## config.mk

```make
export PLATFORM = sky130hd
export DESIGN_NAME = modexp_3023
export DESIGN_NICKNAME = d
export VERILOG_FILES = /design/src/rtl/modexp_3023_pkg.sv /design/src/rtl/barrett_reduce24_3023.sv /design/src/rtl/modexp_3023.sv
export SDC_FILE = /design/constraint.sdc
export NUM_CORES = 1
export LEC_CHECK = 0
export ABC_AREA = 1
export BUFFER_PORTS_ARGS = -buffer_cell sky130_fd_sc_hd__buf_2
export CORE_UTILIZATION = 62
export DETAILED_ROUTE_END_ITERATION = 10
export HOLD_SLACK_MARGIN = 0.02
export PLACE_DENSITY_LB_ADDON = 0.25
export SETUP_SLACK_MARGIN = 0.5
export SLEW_MARGIN = 20
export SYNTH_ARGS = -nofsm -noshare
export SYNTH_HDL_FRONTEND = slang
export SYNTH_HIERARCHICAL = 1
export SYNTH_SLANG_ARGS = --single-unit
```

## constraint.sdc

```tcl
create_clock -name clk -period 21.9 [get_ports clk]
set_clock_uncertainty 0.05 [all_clocks]
set_input_delay 3.285 -clock clk [delete_from_list [all_inputs] [get_ports clk]]
set_output_delay 3.285 -clock clk [all_outputs]
set_load 0.01 [all_outputs]
```

## src/rtl/modexp_3023_pkg.sv

```systemverilog
// Shared constants and helpers for the GF(3023) modular exponentiation engine.
// The state encodings are plain constants so that legacy tools can consume them.
package modexp_3023_pkg;

    localparam int Q      = 3023;
    localparam int MU     = 5549;
    localparam int SHIFT  = 12;
    localparam int RES_W  = 12;
    localparam int PROD_W = 24;

    typedef logic [2:0] state_t;

    localparam state_t IDLE = 3'd0;
    localparam state_t LOAD = 3'd1;
    localparam state_t SQR  = 3'd2;
    localparam state_t MUL  = 3'd3;
    localparam state_t DONE = 3'd4;

    // A 12-bit base is always below 2*Q, so one subtraction makes it canonical.
    function automatic logic [RES_W-1:0] reduce_once(input logic [RES_W-1:0] v);
        return (v >= RES_W'(Q)) ? v - RES_W'(Q) : v;
    endfunction

endpackage

```

## src/rtl/barrett_reduce24_3023.sv

```systemverilog
// Combinational Barrett reduction of a 24-bit product to a canonical residue mod 3023.
// The quotient estimate undershoots by at most three, so three corrective subtractions follow.
module barrett_reduce24_3023
    import modexp_3023_pkg::*;
(
    input  logic [PROD_W-1:0] x,
    output logic [RES_W-1:0]  r
);

    logic [12:0]       t;
    logic [PROD_W-1:0] tq;
    logic [13:0]       r0;
    logic [13:0]       r1;
    logic [13:0]       r2;
    logic [13:0]       r3;

    always_comb begin
        t  = 13'((25'(x[PROD_W-1:SHIFT]) * 25'(MU)) >> SHIFT);
        tq = 24'(t) * 24'(Q);
        r0 = 14'(x - tq);
        r1 = (r0 >= 14'(Q)) ? r0 - 14'(Q) : r0;
        r2 = (r1 >= 14'(Q)) ? r1 - 14'(Q) : r1;
        r3 = (r2 >= 14'(Q)) ? r2 - 14'(Q) : r2;
    end

    assign r = RES_W'(r3);

endmodule

```

## src/rtl/modexp_3023.sv

```systemverilog
// Constant-time MSB-first square-and-multiply computing base^exp mod 3023.
// One shared multiplier and Barrett reducer serve both the square and the multiply step.
//
// state | meaning
// IDLE  | waiting for start; operands latched on acceptance
// LOAD  | acc <- 1, idx <- EXP_W-1
// SQR   | acc <- acc*acc mod Q
// MUL   | acc <- acc*base mod Q when exp[idx] is set; cycle spent regardless
// DONE  | one-cycle done pulse, result valid
module modexp_3023
    import modexp_3023_pkg::*;
#(
    parameter int EXP_W = 12
) (
    input  logic             clk,
    input  logic             rst,
    input  logic             start,
    input  logic [RES_W-1:0] base,
    input  logic [EXP_W-1:0] exp,
    output logic             busy,
    output logic             done,
    output logic [RES_W-1:0] result
);

    localparam int IDX_W = $clog2(EXP_W);

    state_t            state;
    logic [EXP_W-1:0]  exp_r;
    logic [RES_W-1:0]  base_r;
    logic [RES_W-1:0]  acc;
    logic [RES_W-1:0]  result_r;
    logic [IDX_W-1:0]  idx;
    logic [RES_W-1:0]  opnd;
    logic [PROD_W-1:0] prod;
    logic [RES_W-1:0]  red;

    assign opnd = (state == SQR) ? acc : base_r;
    assign prod = PROD_W'(acc) * PROD_W'(opnd);

    barrett_reduce24_3023 u_reduce (
        .x (prod),
        .r (red)
    );

    always_ff @(posedge clk or posedge rst) begin
        if (rst) begin
            state    <= IDLE;
            exp_r    <= '0;
            base_r   <= '0;
            acc      <= RES_W'(1);
            idx      <= '0;
            result_r <= '0;
        end else begin
            case (state)
                IDLE: begin
                    if (start) begin
                        exp_r  <= exp;
                        base_r <= reduce_once(base);
                        state  <= LOAD;
                    end
                end
                LOAD: begin
                    acc   <= RES_W'(1);
                    idx   <= IDX_W'(EXP_W - 1);
                    state <= SQR;
                end
                SQR: begin
                    acc   <= red;
                    state <= MUL;
                end
                MUL: begin
                    if (exp_r[idx]) begin
                        acc <= red;
                    end
                    // Capture the final value on the last step so result is valid during DONE.
                    if (idx == '0) begin
                        result_r <= exp_r[idx] ? red : acc;
                        state    <= DONE;
                    end else begin
                        idx   <= idx - IDX_W'(1);
                        state <= SQR;
                    end
                end
                DONE: begin
                    state <= IDLE;
                end
                default: begin
                    state <= IDLE;
                end
            endcase
        end
    end

    assign busy   = (state != IDLE);
    assign done   = (state == DONE);
    assign result = result_r;

endmodule
```

**After elaboration in Yosys (flattened, before gate mapping)**

Index checks and enable logic that the tools add are counted.

- Register bits: 55
- Bits of input ports: 27
- Output and inout port bits: 14
- Word-level logic and storage cells: 48

- $add $sub $neg: 6
- Multipliers: 3
- Magnitude comparators: 5
- Eq/ne operators: 6
- Mux-type cells: 14
- Reductions and logical operators: 8

Operators with widths:

| cell | count |
|---|---|
| $mux W12 | 4 |
| $ge A14 B12 Y1 const B | 3 |
| $pmux W12 S3 | 1 |
| $mux W14 | 2 |
| $sub A14 B12 Y14 const B | 2 |
| $mul A12 B13 Y25 const B | 1 |
| $mul A12 B12 Y24 | 1 |
| $sub A12 B12 Y12 const B | 2 |
| $mul A13 B12 Y14 const B | 1 |
| $sub A14 B14 Y14 | 1 |
| $ge A12 B12 Y1 const B | 1 |
| $pmux W3 S4 | 1 |
| $pmux W4 S2 | 1 |
| $eq A3 B2 Y1 const B | 2 |
| $mux W3 | 2 |
| $reduce_and A2 Y1 | 3 |
| $reduce_bool A3 Y1 | 2 |
| $lt A4 B5 Y1 const B | 1 |
| $bmux W1 S4 | 1 |
| $logic_not A4 Y1 | 1 |
| $mux W4 | 1 |
| $ne A2 B2 Y1 const B | 2 |
| $sub A4 B1 Y4 const B | 1 |
| $eq A3 B1 Y1 const B | 1 |
| other kinds (4) | 4 |

**Depth between registers and ports, before layout**

Gate-level depths: netlist of run 1.

- Depth after elaboration: 14
- Depth in mapped cells: 98

**By module**

Netlist of run 1, hierarchy kept.

Modules (own cells, without submodules):

| module | instances | cells an instance | area an instance (um^2) | seq. area each (um^2) |
|---|---|---|---|---|
| modexp_3023 | 1 | 1041 | 7811.2 | 1377.6 |
| barrett_reduce24_3023 | 1 | 1092 | 7458.4 | 0.0 |

**Least setup slack after synthesis of run 1**

No wires, ideal clock.

- Path kind: reg2reg
- Start: register state[0]
- End: register acc[0]
- Arrival: 15.262 ns
- Data required time: 21.777 ns
- Setup slack: 6.515 ns
- Cell stages (with the launch flop): 82
- Buffers on the path: 4
- Period minus slack after synthesis: 15.385 ns
- Cells stage by stage: dfrtp_1 -> nor2_2 -> nand2_2 -> inv_2 -> buf_4 -> nor2_1 -> inv_1 -> o21ai_2 -> inv_2 -> nand2_1 -> fa_1 -> inv_1 -> fa_1 -> fa_1 -> fa_1 -> inv_1 -> fa_1 -> inv_1 -> (+46 left out) -> nand3_1 -> o21ai_2 -> nand2_2 -> nand2_4 -> buf_8 -> nand3_2 -> nand2_4 -> nand2_4 -> nor3_4 -> nand3_4 -> nand2_2 -> buf_6 -> nand2_1 -> nand2_1 -> inv_1 -> nand3_1 -> nand3_1 -> a21oi_1

- Cells in the longest elaborated chain, start to end: 14

Ends and longest elaborated chain:

| item | line | text |
|---|---|---|
| start: declaration | modexp_3023.sv:27 | `state_t state;` |
| start signal: assignment | modexp_3023.sv:47 | `state <= IDLE;` |
| start signal: assignment | modexp_3023.sv:59 | `state <= LOAD;` |
| start signal: assignment | modexp_3023.sv:65 | `state <= SQR;` |
| $eq A3 B2 Y1 (*) | modexp_3023.sv:37 | `assign opnd = (state == SQR) ? acc : base_r;` |
| $mux W12 (*) | modexp_3023.sv:37 |  |
| $mul A12 B12 Y24 (*) | modexp_3023.sv:38 | `assign prod = PROD_W'(acc) * PROD_W'(opnd);` |
| named net prod[21] | modexp_3023.sv:34 | `logic [PROD_W-1:0] prod;` |
| $mul A12 B13 Y25 (*) | barrett_reduce24_3023.sv:18 | `t = 13'((25'(x[PROD_W-1:SHIFT]) * 25'(MU)) >> SHIFT);` |
| $mul A13 B12 Y14 (*) | barrett_reduce24_3023.sv:19 | `tq = 24'(t) * 24'(Q);` |
| $sub A14 B14 Y14 (*) | barrett_reduce24_3023.sv:20 | `r0 = 14'(x - tq);` |
| $sub A14 B12 Y14 / $ge A14 B12 Y1 (equally long branches) | barrett_reduce24_3023.sv:21 | `r1 = (r0 >= 14'(Q)) ? r0 - 14'(Q) : r0;` |
| $mux W14 (*) | barrett_reduce24_3023.sv:21 |  |
| $sub A14 B12 Y14 / $ge A14 B12 Y1 (equally long branches) | barrett_reduce24_3023.sv:22 | `r2 = (r1 >= 14'(Q)) ? r1 - 14'(Q) : r1;` |
| $mux W14 (*) | barrett_reduce24_3023.sv:22 |  |
| $sub A12 B12 Y12 / $ge A14 B12 Y1 (equally long branches) | barrett_reduce24_3023.sv:23 | `r3 = (r2 >= 14'(Q)) ? r2 - 14'(Q) : r2;` |
| $mux W12 (*) | barrett_reduce24_3023.sv:23 |  |
| named net red[0] | modexp_3023.sv:35 | `logic [RES_W-1:0] red;` |
| $mux W12 | modexp_3023.sv:72 | `if (exp_r[idx]) begin` |
| $pmux W12 S3 (*) | modexp_3023.sv:54 | `case (state)` |
| end signal: assignment | modexp_3023.sv:68 | `acc <= red;` |
| end signal: assignment | modexp_3023.sv:73 | `acc <= red;` |
| end: declaration | modexp_3023.sv:30 | `logic [RES_W-1:0] acc;` |

The timed path passes the listed nets; every way through them passes the cells marked *.
A chain may end at the register's enable or synchronous reset.

**Worst setup path in the final report of run 1**

- Start: register state[0]
- End: register result_r[4], in the netlist result[4]

- Cells in the longest elaborated chain, start to end: 13

Ends and longest elaborated chain:

| item | line | text |
|---|---|---|
| $eq A3 B2 Y1 (*) | modexp_3023.sv:37 |  |
| $mux W12 (*) | modexp_3023.sv:37 |  |
| $mul A12 B12 Y24 (*) | modexp_3023.sv:38 |  |
| named net prod[21] | modexp_3023.sv:34 |  |
| $mul A12 B13 Y25 (*) | barrett_reduce24_3023.sv:18 |  |
| $mul A13 B12 Y14 (*) | barrett_reduce24_3023.sv:19 |  |
| $sub A14 B14 Y14 (*) | barrett_reduce24_3023.sv:20 |  |
| $sub A14 B12 Y14 / $ge A14 B12 Y1 (equally long branches) | barrett_reduce24_3023.sv:21 |  |
| $mux W14 (*) | barrett_reduce24_3023.sv:21 |  |
| $sub A14 B12 Y14 / $ge A14 B12 Y1 (equally long branches) | barrett_reduce24_3023.sv:22 |  |
| $mux W14 (*) | barrett_reduce24_3023.sv:22 |  |
| $sub A12 B12 Y12 / $ge A14 B12 Y1 (equally long branches) | barrett_reduce24_3023.sv:23 |  |
| $mux W12 (*) | barrett_reduce24_3023.sv:23 |  |
| named net red[4] | modexp_3023.sv:35 |  |
| $mux W12 (*) | - |  |
| end signal: assignment | modexp_3023.sv:77 | `result_r <= exp_r[idx] ? red : acc;` |
| end: declaration | modexp_3023.sv:31 | `logic [RES_W-1:0] result_r;` |

Marked as above.

==> results of run 1 <==
## stage by stage
step                instance area [um2]  setup slack [ns]  hold WS [ns]  utilization (%)  std cells
floorplan                         15300              6.51         0.391                -       2133
global placement                  15700              4.14         0.410             64.7       2465
finish                            15900              3.70         0.427             65.4       2473
CTS                               15900              3.74         0.429             65.4       2473
detailed placement                15700              3.80         0.409             64.7       2465
global route                      15900              2.31         0.462             65.4       2473
## cells in the final DEF, fill, tap and decap left out, drive strengths merged, types with 2 or more instances in the layout
cell type	count
xnor2	18
o211ai	3
or2	4
nor2	160
nor4	2
nor3	17
nand4	32
a21o	3
xor2	52
buf	42
nand3	158
o21a	5
clkbuf	6
a21boi	2
a21oi	64
o21ai	56
a211oi	2
o21bai	3
ha	189
inv	476
nand2	604
fa	185
dfrtp	54
a31oi	3
## cells by family after synthesis
kind of cell | Yosys count | share of synthesized area [%]
compound gates | 144 | 5.66
buf+inv | 511 | 13.1
flops | 55 | 9.02
xor+xnor | 70 | 4.06
fa+ha+maj | 374 | 39.7
simple gates | 979 | 28.4
## flip-flops by register name, summed over array words and instances (netlist names)
signal,cells
acc,12
exp_r,12
result,12
idx,4
base_r,12
state,3
## area by class of cell
class,count,area [um2]
Clock buffer,6,129
Clock inverter,2,37.5
Sequential cell,55,1380
Inverter,477,1790
Tap cell,324,405
Fill cell,2159,8400
Multi-Input combinational cell,1567,11900
Timing Repair Buffer,42,215
## worst paths after layout
kind	end	start	depth (start not counted)
max reg2reg	result[4]	state[0]	78
max	result[4]	state[0]	78
min reg2reg	result[0]	result[0]	2
min	result[0]	result[0]	2
min in group asynchronous	exp_r[9]	rst	3
max in group asynchronous	exp_r[1]	rst	3
## worst register-to-register path: cells and delay by family, from the launching register on
| family | cells | cell delay [ns] |
|---|---|---|
| compound gates | 7 | 1.29 |
| xor+xnor | 4 | 0.98 |
| fa+ha+maj | 19 | 8.62 |
| buf+inv | 16 | 1.57 |
| flops | 1 | 0.42 |
| simple gates | 32 | 5.21 |
## layer usage
| metal | part of all wire [%] | global-route usage, % | up-vias |
|---|---|---|---|
| met5 | 0 | 0 | - |
| met4 | 2.8 | 8.87 | 0 |
| met3 | 5.7 | 3.54 | 87 |
| met2 | 49 | 52.4 | 403 |
| met1 | 43 | 40.1 | 6251 |
| li1 | - | - | 6549 |
==> impl_metrics.env, run 1 <==
export IMPL_final_net_count=2549
export IMPL_core_area_um2=24200
export IMPL_synth_net_count=2534
export IMPL_areaGrowthSynthToFinish_pct=3.80
export IMPL_count_of_flip_flops_with_a_built_in_enable_after_synthesis=0
export IMPL_route_detailed_wl_per_inst_um=14.9
export IMPL_drive_gt1_share_pct=8.28
export IMPL_worst_path_max_delay_cell="sky130_fd_sc_hd__nor3_2"
export IMPL_worstSetupPathType="flip-flop to flip-flop"
export IMPL_path_clk_slew_ns=0.07
export IMPL_insertion_delay_ns=0.29
export IMPL_rows=57
export IMPL_first_global_vias=13381
export IMPL_post_cts_repair_setup_buffers=0
export IMPL_final_critical_delay_including_setup_and_external_delays_ns=18.20
export IMPL_synth_cells=2133
export IMPL_ctsHtreeMaxLevel=2
export IMPL_critical_path_max_fanout=25
export IMPL_post_synth_instance_area_um2=15300
export IMPL_clock_fmax_ghz=0.0549
export IMPL_hold_class="flip-flop to flip-flop"
export IMPL_gr_total_overflow=0
export IMPL_timing_critical_path_buf_inv=16
export IMPL_n_antenna_cell=0
export IMPL_antenna_found_initial=0
export IMPL_tritoncts="done"
export IMPL_cts_sink_count=55
export IMPL_synth_top_area_share_pct=24.3
export IMPL_grt_pass1_wl_mm=63.4
export IMPL_synth_ff_type="sky130_fd_sc_hd__dfrtp_1"
export IMPL_io_buffer_count=40
export IMPL_fp_dieW_um=159
export IMPL_post_route_drc_count=0
export IMPL_final_setup_viol_count=0
export IMPL_cts_root_buf="sky130_fd_sc_hd__clkbuf_16"
export IMPL_status="complete, no violations"
export IMPL_cts_buffer_depth=2
export IMPL_pin_count=41
export IMPL_asyncSetResetFlopFracSynth_pct=100
export IMPL_grt_total_usage_pct=30.3
export IMPL_timing_setup_tns_ns=0
export IMPL_cts_buffers=5
export IMPL_ys_types=52
export IMPL_die_area_um2=25300
export IMPL_dr_first_iter_drc_count=843
export IMPL_unrepaired_setup_endpoints_after_global_routing="no"
export IMPL_initial_utilization_pct=63.0
export IMPL_antenna_violating_nets_left=0
export IMPL_post_dp_hpwl_mm=31.5
export IMPL_gp_congestion=0.946
export IMPL_start_kind="flip-flop"
export IMPL_postCtsResizedCells=0
export IMPL_synth_area_leader_cell="sky130_fd_sc_hd__fa_1"
export IMPL_finalHoldViolCount=0
export IMPL_slew_headroom_pct=43.0
export IMPL_holdBufCountCts=0
export IMPL_synth_warning_count=6
export IMPL_report_final_slew_viol_count=0
export IMPL_max_cap_viol_count=0
export IMPL_min_period_over_period_pct=83.1
export IMPL_synth_commonest_cells="562 x sky130_fd_sc_hd__nand2_1, 446 x sky130_fd_sc_hd__inv_1, 189 x sky130_fd_sc_hd__ha_1"
export IMPL_reg2reg_setup_slack_ns=3.70
export IMPL_crit_arrival_ns=18.38
export IMPL_worst_setup_path_end_kind="flip-flop"
export IMPL_critPathMaxStageDelay_ns=0.69
export IMPL_sequential_share_of_the_synthesized_area_pct=9.02
export IMPL_ys_ff_latch=55
export IMPL_post_synth_main_area_contributors="sky130_fd_sc_hd__fa_1 24%, sky130_fd_sc_hd__ha_1 15%, sky130_fd_sc_hd__nand2_1 14%"
export IMPL_grt_start_max_net_pins=56
export IMPL_syn_area_per_cell_um2=7.16
export IMPL_drt_pass1_iterations=6
export IMPL_routed_wl_mm=36.7
export IMPL_cp_top_family="adder cells"
export IMPL_worst_margin_slew_ns=0.848
export IMPL_routed_via_density=5.37
export IMPL_die_h_um=159
export IMPL_cp_required_ns=22.08
export IMPL_via_count=13290
export IMPL_synthMostInstantiatedCell="sky130_fd_sc_hd__nand2_1"
Power of run 1 is left out: the tool's default activity adds up to more than one toggle a clock period on the data nets, which glitch-free logic cannot reach.
==> run 2: changes to the inputs <==
==> constraint.sdc (replaced) <==
create_clock -name clk -period 19 [get_ports clk]
set_clock_uncertainty 0.05 [all_clocks]
set_input_delay 2.85 -clock clk [delete_from_list [all_inputs] [get_ports clk]]
set_output_delay 2.85 -clock clk [all_outputs]
set_load 0.01 [all_outputs]
==> impl_metrics.env, run 2 (same netlist as run 1, synthesis figures left out) <==
export IMPL_via_count=13332
export IMPL_cts_buffers=5
export IMPL_worstSetupPathType="flip-flop to flip-flop"
export IMPL_final_setup_viol_count=0
export IMPL_drive_gt1_share_pct=8.65
export IMPL_cts_sink_count=55
export IMPL_start_kind="flip-flop"
export IMPL_die_area_um2=25300
export IMPL_finalHoldViolCount=0
export IMPL_timing_setup_tns_ns=0
export IMPL_routed_wl_mm=36.8
export IMPL_crit_arrival_ns=17.52
export IMPL_worst_setup_path_end_kind="flip-flop"
export IMPL_utilization_pct=65.6
export IMPL_fin_ws_ns=1.65
export IMPL_antenna_violating_nets_left=0
export IMPL_min_period_over_period_pct=91.3
export IMPL_grt_start_max_net_pins=56
export IMPL_core_area_um2=24200
export IMPL_layout_common_cells="562 x sky130_fd_sc_hd__nand2_1, 445 x sky130_fd_sc_hd__inv_1, 189 x sky130_fd_sc_hd__ha_1"
export IMPL_route_detailed_wl_per_inst_um=14.9
export IMPL_ctsHtreeMaxLevel=2
export IMPL_antenna_found_initial=0
export IMPL_tritoncts="done"
export IMPL_commonest_non_fill_non_tap_cell_in_the_layout="sky130_fd_sc_hd__nand2_1"
export IMPL_clock_fmax_ghz=0.0577
export IMPL_fp_dieW_um=159
export IMPL_cts_buffer_depth=2
export IMPL_unrepaired_setup_endpoints_after_global_routing="no"
export IMPL_worst_path_max_delay_cell="sky130_fd_sc_hd__fa_1"
export IMPL_insertion_delay_ns=0.29
export IMPL_timing_critical_path_buf_inv=17
export IMPL_critPathMaxStageDelay_ns=0.57
export IMPL_post_route_drc_count=0
export IMPL_slew_headroom_pct=41.7
export IMPL_pin_count=41
export IMPL_grt_pass1_wl_mm=62.6
export IMPL_cp_top_family="adder cells"
export IMPL_grt_total_usage_pct=30.1
export IMPL_cts_root_buf="sky130_fd_sc_hd__clkbuf_16"
export IMPL_path_clk_slew_ns=0.07
export IMPL_post_dp_hpwl_mm=31.6
export IMPL_final_net_count=2551
export IMPL_final_critical_delay_including_setup_and_external_delays_ns=17.35
export IMPL_critical_path_max_fanout=25
export IMPL_report_final_slew_viol_count=0
export IMPL_drt_pass1_iterations=5
export IMPL_n_antenna_cell=0
export IMPL_gr_total_overflow=0
export IMPL_rows=57
export IMPL_worst_margin_slew_ns=0.868
export IMPL_dr_first_iter_drc_count=909
export IMPL_routed_via_density=5.39
export IMPL_status="complete, no violations"
export IMPL_max_cap_viol_count=0
export IMPL_die_h_um=159
export IMPL_cp_required_ns=19.18
export IMPL_first_global_vias=13158
export IMPL_areaGrowthSynthToFinish_pct=4.15
export IMPL_cp_common_cell="sky130_fd_sc_hd__inv_1"
export IMPL_io_buffer_count=40
export IMPL_post_place_ws_ns=0.899
export IMPL_initial_utilization_pct=63.0
export IMPL_gp_congestion=0.952
export IMPL_hold_class="flip-flop to flip-flop"
==> run 2: cell count changes in the layout (fill, tap and decap cells not counted), moves of 2 or more <==
| cell | before | now |
|---|---|---|
| sky130_fd_sc_hd__xor2_1 | 51 | 48 |
| sky130_fd_sc_hd__inv_6 | 0 | 2 |
| sky130_fd_sc_hd__buf_4 | 2 | 4 |
| sky130_fd_sc_hd__xor2_2 | 1 | 4 |
==> run 2: worst min-delay path: cells and delay by family (launching register included) <==
family	cells	cell delay, ns
DFF	1	0.34
and+or+nand+nor	2	0.11
==> run 2: timing repair <==
| action | CTS | global route |
|---|---|---|
| gates resized for setup | 0 | 11 |
| buffers inserted | 0 | 2 |
| setup endpoints to repair | 0 | 24 |
| hold buffers | 0 | 0 |
==> run 2: final timing paths <==
path	startpoint	end	slack, ns	cells after the start
worst max-delay path	state[0]	acc[0]	1.65	77
worst max register to register	state[0]	acc[0]	1.65	77
worst min-delay path	base_r[4]	base_r[4]	0.43	2
min in group asynchronous	rst	exp_r[9]	2.68	3
worst min register to register	base_r[4]	base_r[4]	0.43	2
max in group asynchronous	rst	result[4]	15.76	3
==> run 2: routing by layer <==
metal	vias to the layer above	share of wire [%]	wire length [um]	track usage [%]
met5	-	0	0	0
met4	0	2.4	886	8.30
met3	75	5.7	2110	4.04
met2	419	49	18200	52.3
met1	6284	42	15600	39.4
li1	6554	-	-	-
==> run 2: through the flow <==
| step | cells | hold slack (ns) | cell area (um2) |
|---|---|---|---|
| floorplan | 2133 | 0.391 | 15300 |
| global placement | 2465 | 0.411 | 15700 |
| detailed placement | 2465 | 0.414 | 15700 |
| CTS | 2473 | 0.431 | 15800 |
| global route | 2475 | 0.463 | 15900 |
| finish | 2475 | 0.431 | 15900 |
==> run 2: cell type report <==
class                           count  area, um2
Multi-Input combinational cell   1567      11900
Fill cell                        2114       8340
Inverter                          477       1800
Sequential cell                    55       1380
Tap cell                          324        405
Timing Repair Buffer               44        230
Clock buffer                        5        125
Clock inverter                      3       22.5
Power of run 2 is left out for the same reason.
